[src/rtl/imem_arbiter_if.sv]
// imem_arbiter_if
// ---------------
// Bundles the two requester ports (fetch F, debug D) and the shared
// instruction-memory port of imem_arbiter.
//
// Signals (per requester x in {f, d}):
//   x_req     requester -> arbiter   request, held with x_addr until granted
//   x_addr    requester -> arbiter   32-bit word address
//   x_gnt     arbiter -> requester   request accepted this cycle (combinational)
//   x_rvalid  arbiter -> requester   one-cycle pulse, x_rdata/x_err valid
//   x_rdata   arbiter -> requester   returned word (0 on out-of-range)
//   x_err     arbiter -> requester   accepted address was out of range
// Memory side:
//   mem_addr  arbiter -> memory      zero-extended word index, 0 when idle
//   mem_data  memory -> arbiter      asynchronous read data for mem_addr
//
// Modports:
//   master  requesters plus memory model (drives req/addr and mem_data)
//   slave   the arbiter itself
interface imem_arbiter_if #(
    parameter int DATA_W = 32
);
    logic              f_req;
    logic [31:0]       f_addr;
    logic              f_gnt;
    logic              f_rvalid;
    logic [DATA_W-1:0] f_rdata;
    logic              f_err;

    logic              d_req;
    logic [31:0]       d_addr;
    logic              d_gnt;
    logic              d_rvalid;
    logic [DATA_W-1:0] d_rdata;
    logic              d_err;

    logic [31:0]       mem_addr;
    logic [DATA_W-1:0] mem_data;

    modport master (
        output f_req, f_addr,
        input  f_gnt, f_rvalid, f_rdata, f_err,
        output d_req, d_addr,
        input  d_gnt, d_rvalid, d_rdata, d_err,
        input  mem_addr,
        output mem_data
    );

    modport slave (
        input  f_req, f_addr,
        output f_gnt, f_rvalid, f_rdata, f_err,
        input  d_req, d_addr,
        output d_gnt, d_rvalid, d_rdata, d_err,
        output mem_addr,
        input  mem_data
    );
endinterface

[src/rtl/imem_arbiter.sv]
// imem_arbiter
// ------------
// Shares a single-port, asynchronous-read instruction memory between the
// CPU fetch stage (port F, priority) and a debug/readback port (port D,
// protected by a starvation limit).
//
// The winning address is driven to the memory combinationally; the returned
// word (or 0 for an out-of-range address) is captured and presented to the
// winner as a registered response one cycle after its grant.
//
// Ports:
//   clk   single clock, rising edge
//   rst   asynchronous, active-low reset
//   bus   imem_arbiter_if.slave (F and D request/response sets, memory port)
//
// Parameters:
//   ADDR_W      memory index width, depth = 2**ADDR_W words (must be < 32)
//   DATA_W      word width
//   STARVE_LIM  consecutive denied D cycles before D is forced (1..15)
module imem_arbiter #(
    parameter int ADDR_W     = 5,
    parameter int DATA_W     = 32,
    parameter int STARVE_LIM = 4
) (
    input  logic        clk,
    input  logic        rst,
    imem_arbiter_if.slave bus
);

    localparam logic [3:0]  LIM_C      = 4'(STARVE_LIM);
    localparam logic [31:0] IDX_MASK_C = (32'd1 << ADDR_W) - 32'd1;

    // True when any address bit above the memory index is set.
    function automatic logic addr_oor(input logic [31:0] addr);
        return |(addr >> ADDR_W);
    endfunction

    logic [3:0]        wait_cnt_r;
    logic              force_d_s;
    logic              f_gnt_s;
    logic              d_gnt_s;
    logic [31:0]       winner_addr_s;
    logic              oor_s;
    logic [DATA_W-1:0] resp_data_s;

    logic              f_rvalid_r;
    logic [DATA_W-1:0] f_rdata_r;
    logic              f_err_r;
    logic              d_rvalid_r;
    logic [DATA_W-1:0] d_rdata_r;
    logic              d_err_r;

    // D is forced through once it has been denied STARVE_LIM cycles in a row.
    assign force_d_s = bus.d_req && (wait_cnt_r == LIM_C);

    // Grant selection: forced D, then F priority, then D; at most one grant.
    always_comb begin
        f_gnt_s = 1'b0;
        d_gnt_s = 1'b0;
        if (force_d_s) begin
            d_gnt_s = 1'b1;
        end else if (bus.f_req) begin
            f_gnt_s = 1'b1;
        end else if (bus.d_req) begin
            d_gnt_s = 1'b1;
        end else begin
            f_gnt_s = 1'b0;
            d_gnt_s = 1'b0;
        end
    end

    // Winner address mux; idle selects 0 so mem_addr reads 0 with no request.
    always_comb begin
        winner_addr_s = 32'd0;
        if (f_gnt_s) begin
            winner_addr_s = bus.f_addr;
        end else if (d_gnt_s) begin
            winner_addr_s = bus.d_addr;
        end else begin
            winner_addr_s = 32'd0;
        end
    end

    assign oor_s        = addr_oor(winner_addr_s);
    // Out-of-range accesses never expose memory data, whatever the index bits read.
    assign resp_data_s  = oor_s ? {DATA_W{1'b0}} : bus.mem_data;
    assign bus.mem_addr = winner_addr_s & IDX_MASK_C;
    assign bus.f_gnt    = f_gnt_s;
    assign bus.d_gnt    = d_gnt_s;

    // Starvation counter: counts denied D cycles, saturates, clears on grant or drop.
    always_ff @(posedge clk or negedge rst) begin
        if (!rst) begin
            wait_cnt_r <= 4'd0;
        end else if (bus.d_req && !d_gnt_s) begin
            if (wait_cnt_r < LIM_C) begin
                wait_cnt_r <= wait_cnt_r + 4'd1;
            end else begin
                wait_cnt_r <= wait_cnt_r;
            end
        end else begin
            wait_cnt_r <= 4'd0;
        end
    end

    // F response register: one-cycle rvalid per accept, data/err hold otherwise.
    always_ff @(posedge clk or negedge rst) begin
        if (!rst) begin
            f_rvalid_r <= 1'b0;
            f_rdata_r  <= {DATA_W{1'b0}};
            f_err_r    <= 1'b0;
        end else begin
            f_rvalid_r <= bus.f_req && f_gnt_s;
            if (bus.f_req && f_gnt_s) begin
                f_rdata_r <= resp_data_s;
                f_err_r   <= oor_s;
            end else begin
                f_rdata_r <= f_rdata_r;
                f_err_r   <= f_err_r;
            end
        end
    end

    // D response register: same behaviour as the F side.
    always_ff @(posedge clk or negedge rst) begin
        if (!rst) begin
            d_rvalid_r <= 1'b0;
            d_rdata_r  <= {DATA_W{1'b0}};
            d_err_r    <= 1'b0;
        end else begin
            d_rvalid_r <= bus.d_req && d_gnt_s;
            if (bus.d_req && d_gnt_s) begin
                d_rdata_r <= resp_data_s;
                d_err_r   <= oor_s;
            end else begin
                d_rdata_r <= d_rdata_r;
                d_err_r   <= d_err_r;
            end
        end
    end

    assign bus.f_rvalid = f_rvalid_r;
    assign bus.f_rdata  = f_rdata_r;
    assign bus.f_err    = f_err_r;
    assign bus.d_rvalid = d_rvalid_r;
    assign bus.d_rdata  = d_rdata_r;
    assign bus.d_err    = d_err_r;

endmodule

[src/flat_wrapper.sv]
// flat-port wrapper written by rule: the top's interface ports become plain ports
module imem_arbiter_flat 
#(
    parameter int ADDR_W     = 5,
    parameter int DATA_W     = 32,
    parameter int STARVE_LIM = 4
)
  (clk, rst, bus_f_req, bus_f_addr, bus_f_gnt, bus_f_rvalid, bus_f_rdata, bus_f_err, bus_d_req, bus_d_addr, bus_d_gnt, bus_d_rvalid, bus_d_rdata, bus_d_err, bus_mem_addr, bus_mem_data);
  imem_arbiter_if #(.DATA_W(DATA_W)) bus_i ();
  input  logic clk;
  input  logic rst;
  input wire logic [$bits(bus_i.f_req)-1:0] bus_f_req;
  input wire logic [$bits(bus_i.f_addr)-1:0] bus_f_addr;
  output wire logic [$bits(bus_i.f_gnt)-1:0] bus_f_gnt;
  output wire logic [$bits(bus_i.f_rvalid)-1:0] bus_f_rvalid;
  output wire logic [$bits(bus_i.f_rdata)-1:0] bus_f_rdata;
  output wire logic [$bits(bus_i.f_err)-1:0] bus_f_err;
  input wire logic [$bits(bus_i.d_req)-1:0] bus_d_req;
  input wire logic [$bits(bus_i.d_addr)-1:0] bus_d_addr;
  output wire logic [$bits(bus_i.d_gnt)-1:0] bus_d_gnt;
  output wire logic [$bits(bus_i.d_rvalid)-1:0] bus_d_rvalid;
  output wire logic [$bits(bus_i.d_rdata)-1:0] bus_d_rdata;
  output wire logic [$bits(bus_i.d_err)-1:0] bus_d_err;
  output wire logic [$bits(bus_i.mem_addr)-1:0] bus_mem_addr;
  input wire logic [$bits(bus_i.mem_data)-1:0] bus_mem_data;
  assign bus_i.f_req = bus_f_req;
  assign bus_i.f_addr = bus_f_addr;
  assign bus_f_gnt = bus_i.f_gnt;
  assign bus_f_rvalid = bus_i.f_rvalid;
  assign bus_f_rdata = bus_i.f_rdata;
  assign bus_f_err = bus_i.f_err;
  assign bus_i.d_req = bus_d_req;
  assign bus_i.d_addr = bus_d_addr;
  assign bus_d_gnt = bus_i.d_gnt;
  assign bus_d_rvalid = bus_i.d_rvalid;
  assign bus_d_rdata = bus_i.d_rdata;
  assign bus_d_err = bus_i.d_err;
  assign bus_mem_addr = bus_i.mem_addr;
  assign bus_i.mem_data = bus_mem_data;
  imem_arbiter #(.ADDR_W(ADDR_W), .DATA_W(DATA_W), .STARVE_LIM(STARVE_LIM)) u_core (.clk(clk), .rst(rst), .bus(bus_i));
endmodule
[config.mk]
export PLATFORM = sky130hd
export DESIGN_NAME = imem_arbiter_flat
export DESIGN_NICKNAME = d
export VERILOG_FILES = /design/src/rtl/imem_arbiter_if.sv /design/src/rtl/imem_arbiter.sv /design/src/flat_wrapper.sv
export SDC_FILE = /design/constraint.sdc
export NUM_CORES = 1
export LEC_CHECK = 0
export ABC_AREA = 1
export CORE_ASPECT_RATIO = 0.9
export CORE_MARGIN = 2
export CORE_UTILIZATION = 39
export CTS_CLUSTER_SIZE = 20
export DETAILED_ROUTE_END_ITERATION = 7
export PLACE_DENSITY = 0.83
export SKIP_CTS_REPAIR_TIMING = 1
export SLEW_MARGIN = 20
export SYNTH_ARGS = -nofsm -noshare
export SYNTH_HDL_FRONTEND = slang
export SYNTH_SLANG_ARGS = --single-unit
[constraint.sdc]
create_clock -name clk -period 1.7 [get_ports clk]
set_input_delay 0.34 -clock clk [delete_from_list [all_inputs] [get_ports clk]]
set_output_delay 0.34 -clock clk [all_outputs]
set_load 0.03 [all_outputs]
==> out/results.txt <==
Ys async rst share: 100%
Hpwl dp: 8960 um
CP Data Arrival Time: 1.73 ns
Die X: 107 um
Area of placed instances: 5600 um^2
Area grow syn2layout: 67.7%
Design Area, Final: 6240 um^2
Worst EP required: 1.36 ns
Antenna Cells: 0
Largest net degree at the start of global routing: 43
I/O Pins: 202
Sequential area share after synthesis: 48.4%
Finished Layout Cells: 799
Initial antenna violation count: 0
Synthesized instance count: 483
Synthesized area per cell: 7.71 um^2
Final Hold Fails: 0
Global-route wire length before repair: 19600 um
Clock transition at the registers of the reported paths: 0.08 ns
Initial Util: 40.4%
Kind of end point of the critical path: output port
Post-synth EDFFs: 0
TritonCTS clock tree: built
Status: finished with violations
Grt ovf: 0
CP peak stage delay: 0.40 ns
Most frequent cells in the layout: nand2_1, clkdlybuf4s50_1, dfrtp_1
Leak pwr: 4.27 nW
Worst skew pair latency: 0.36 ns
Top_reg_cell synth: dfrtp_1
Max-slew violations: 0
Cell total after placement: 773
Clock Sinks: 72
Longest Clk Path Bufs: 2
Final net count: 774
Crit path max fanout: 6
Vias in the first global route: 4082
Pwr Total: 3.71 mW
Setup violations, final: 30
CORE AREA: 9210 um^2
Yosys cell types: 21
Max Cap Violations: 0
CTS buffer count: 9
Setup WS pre-CTS: -0.253 ns
Cell chain of the critical path: inv_2, ha_4, nand4_1, nand2_2, inv_4, a22o_4, buf_6
Most common cell after layout, fill and taps aside: nand2_1
Hold crit path type: in2async
Port Buffer Count: 174
Register bit total from synthesis: 72
Post-DRT Antenna Nets: 0
DR iter-0 viols: 253
Tcrit/Tclk final: 122%
Via count: 4014
Clk_skew: 0.0107 ns
Post-Syn Area: 3720 um^2
Detailed-route wire length: 13300 um
Worst Setup Start Kind: flip-flop
H-tree lvl count: 3
Failing checks: setup timing
WL per Instance: 16.6 um
Clock Root Buffer: clkbuf_8
Cell Rows: 33
Fin crit period: 2.07 ns
GRT Util Overall: 23.7%
Unrepaired setup endpoints after global routing: true
DRC viols: 0
Setup Total Neg Slack: -2.85 ns
Synth warnings: 0
Vias/cell: 5.02
Chip Height: 96.7 um
Final GP Congestion: 0.809
DIE AREA: 10300 um^2
Crit Path Class: reg2out
Highest clock rate: 0.483 GHz
FF-to-FF setup slack: -0.04 ns
Pre-antenna DRT Iters: 6
Pwr Density: 594 nW/um^2
Peak supply drop: 0.000383 V
Fillers: 703
Crit-path slowest cell: dfrtp_1
Final setup margin: -0.373 ns
Layout cells sized above 1: 10.3%
-- power breakdown --
part	total, mW	leakage [nW]	switching, mW	internal [mW]
Sequential	1.72	0.996	0.00436	1.72
Combinational	0.767	3.19	0.400	0.367
Clock	1.22	0.0789	0.686	0.534
Total	3.71	4.27	1.09	2.62
-- routing by layer --
metal / track usage (%) / part of all wire, % / up-vias / wire [um]
li1: - / - / 1867 / -
met1: 28.5 / 39 / 1921 / 5160
met2: 40.3 / 52 / 200 / 6910
met3: 7.35 / 7.1 / 26 / 942
met4: 7.59 / 1.8 / 0 / 239
met5: 0 / 0 / - / 0
-- flip-flops by register name, indices dropped and copies added (netlist names) --
register             cells
u_core.bus.d_err         1
u_core.bus.f_rdata      32
u_core.bus.d_rvalid      1
u_core.bus.d_rdata      32
u_core.bus.f_err         1
u_core.bus.f_rvalid      1
u_core.wait_cnt_r        4
-- Yosys cell counts, types with 2 or more instances --
cell type	n	area (um^2)
nor2_1	54	203
dfrtp_1	72	1800
nand3_1	5	25.0
inv_1	40	150
nand4_1	65	407
a21oi_1	2	10.0
buf_4	27	203
buf_6	3	33.8
nand2_2	2	12.5
clkbuf_1	9	33.8
inv_2	3	11.3
ha_1	2	25.0
nand2_1	174	653
a22o_1	5	43.8
and2_0	2	12.5
buf_2	13	65.1
-- path summary, 6_finish.rpt --
check                           cells after the start                    from                     end
worst max-delay path                                7    u_core.wait_cnt_r[0]         bus_mem_addr[2]
worst min-delay path                                2                     rst  u_core.bus.f_rdata[28]
worst max register to register                      9    u_core.wait_cnt_r[0]  u_core.bus.f_rdata[30]
worst min register to register                      2  u_core.bus.f_rdata[28]  u_core.bus.f_rdata[28]
max in group asynchronous                           3                     rst  u_core.bus.d_rdata[31]
min in group clk                                    2  u_core.bus.f_rdata[28]  u_core.bus.f_rdata[28]
-- cells by family after synthesis --
kind of cell               count (synthesis)  synth area share (%)
AOI/OAI and AO/OA                          7                  1.44
xor gates and xnor gates                   1                 0.235
adders and majority gates                  2                 0.672
buffers and inverters                     96                  13.4
DFF                                       72                  48.4
other                                      1                 0.101
and+or+nand+nor                          304                  35.7
-- area by class of cell --
type	instances	area (um^2)	share of cell area (%)
inverter	43	171	2.74
sequential	72	1800	28.9
clock inverter	6	45.0	0.721
multi-input combinational	341	1610	25.7
timing repair buffer	205	2340	37.4
tap	122	153	2.44
clock buffer	10	128	2.04
-- critical path: cells and delay by family (launching register included) --
kind	cells	cell delay (ns)
buffers and inverters	3	0.31
DFF	1	0.40
AOI/OAI and AO/OA	1	0.26
adders and majority gates	1	0.13
and+or+nand+nor	2	0.29
-- stage by stage --
step | util, % | hold WS [ns]
after global routing | 67.8 | 0.486
after global placement | 60.8 | 0.295
after CTS | 62.7 | -0.0757
after floorplan | - | 0.0444
final | 67.8 | 0.471
after detailed placement | 60.8 | 0.310
Power figures use the tool's default switching activity.
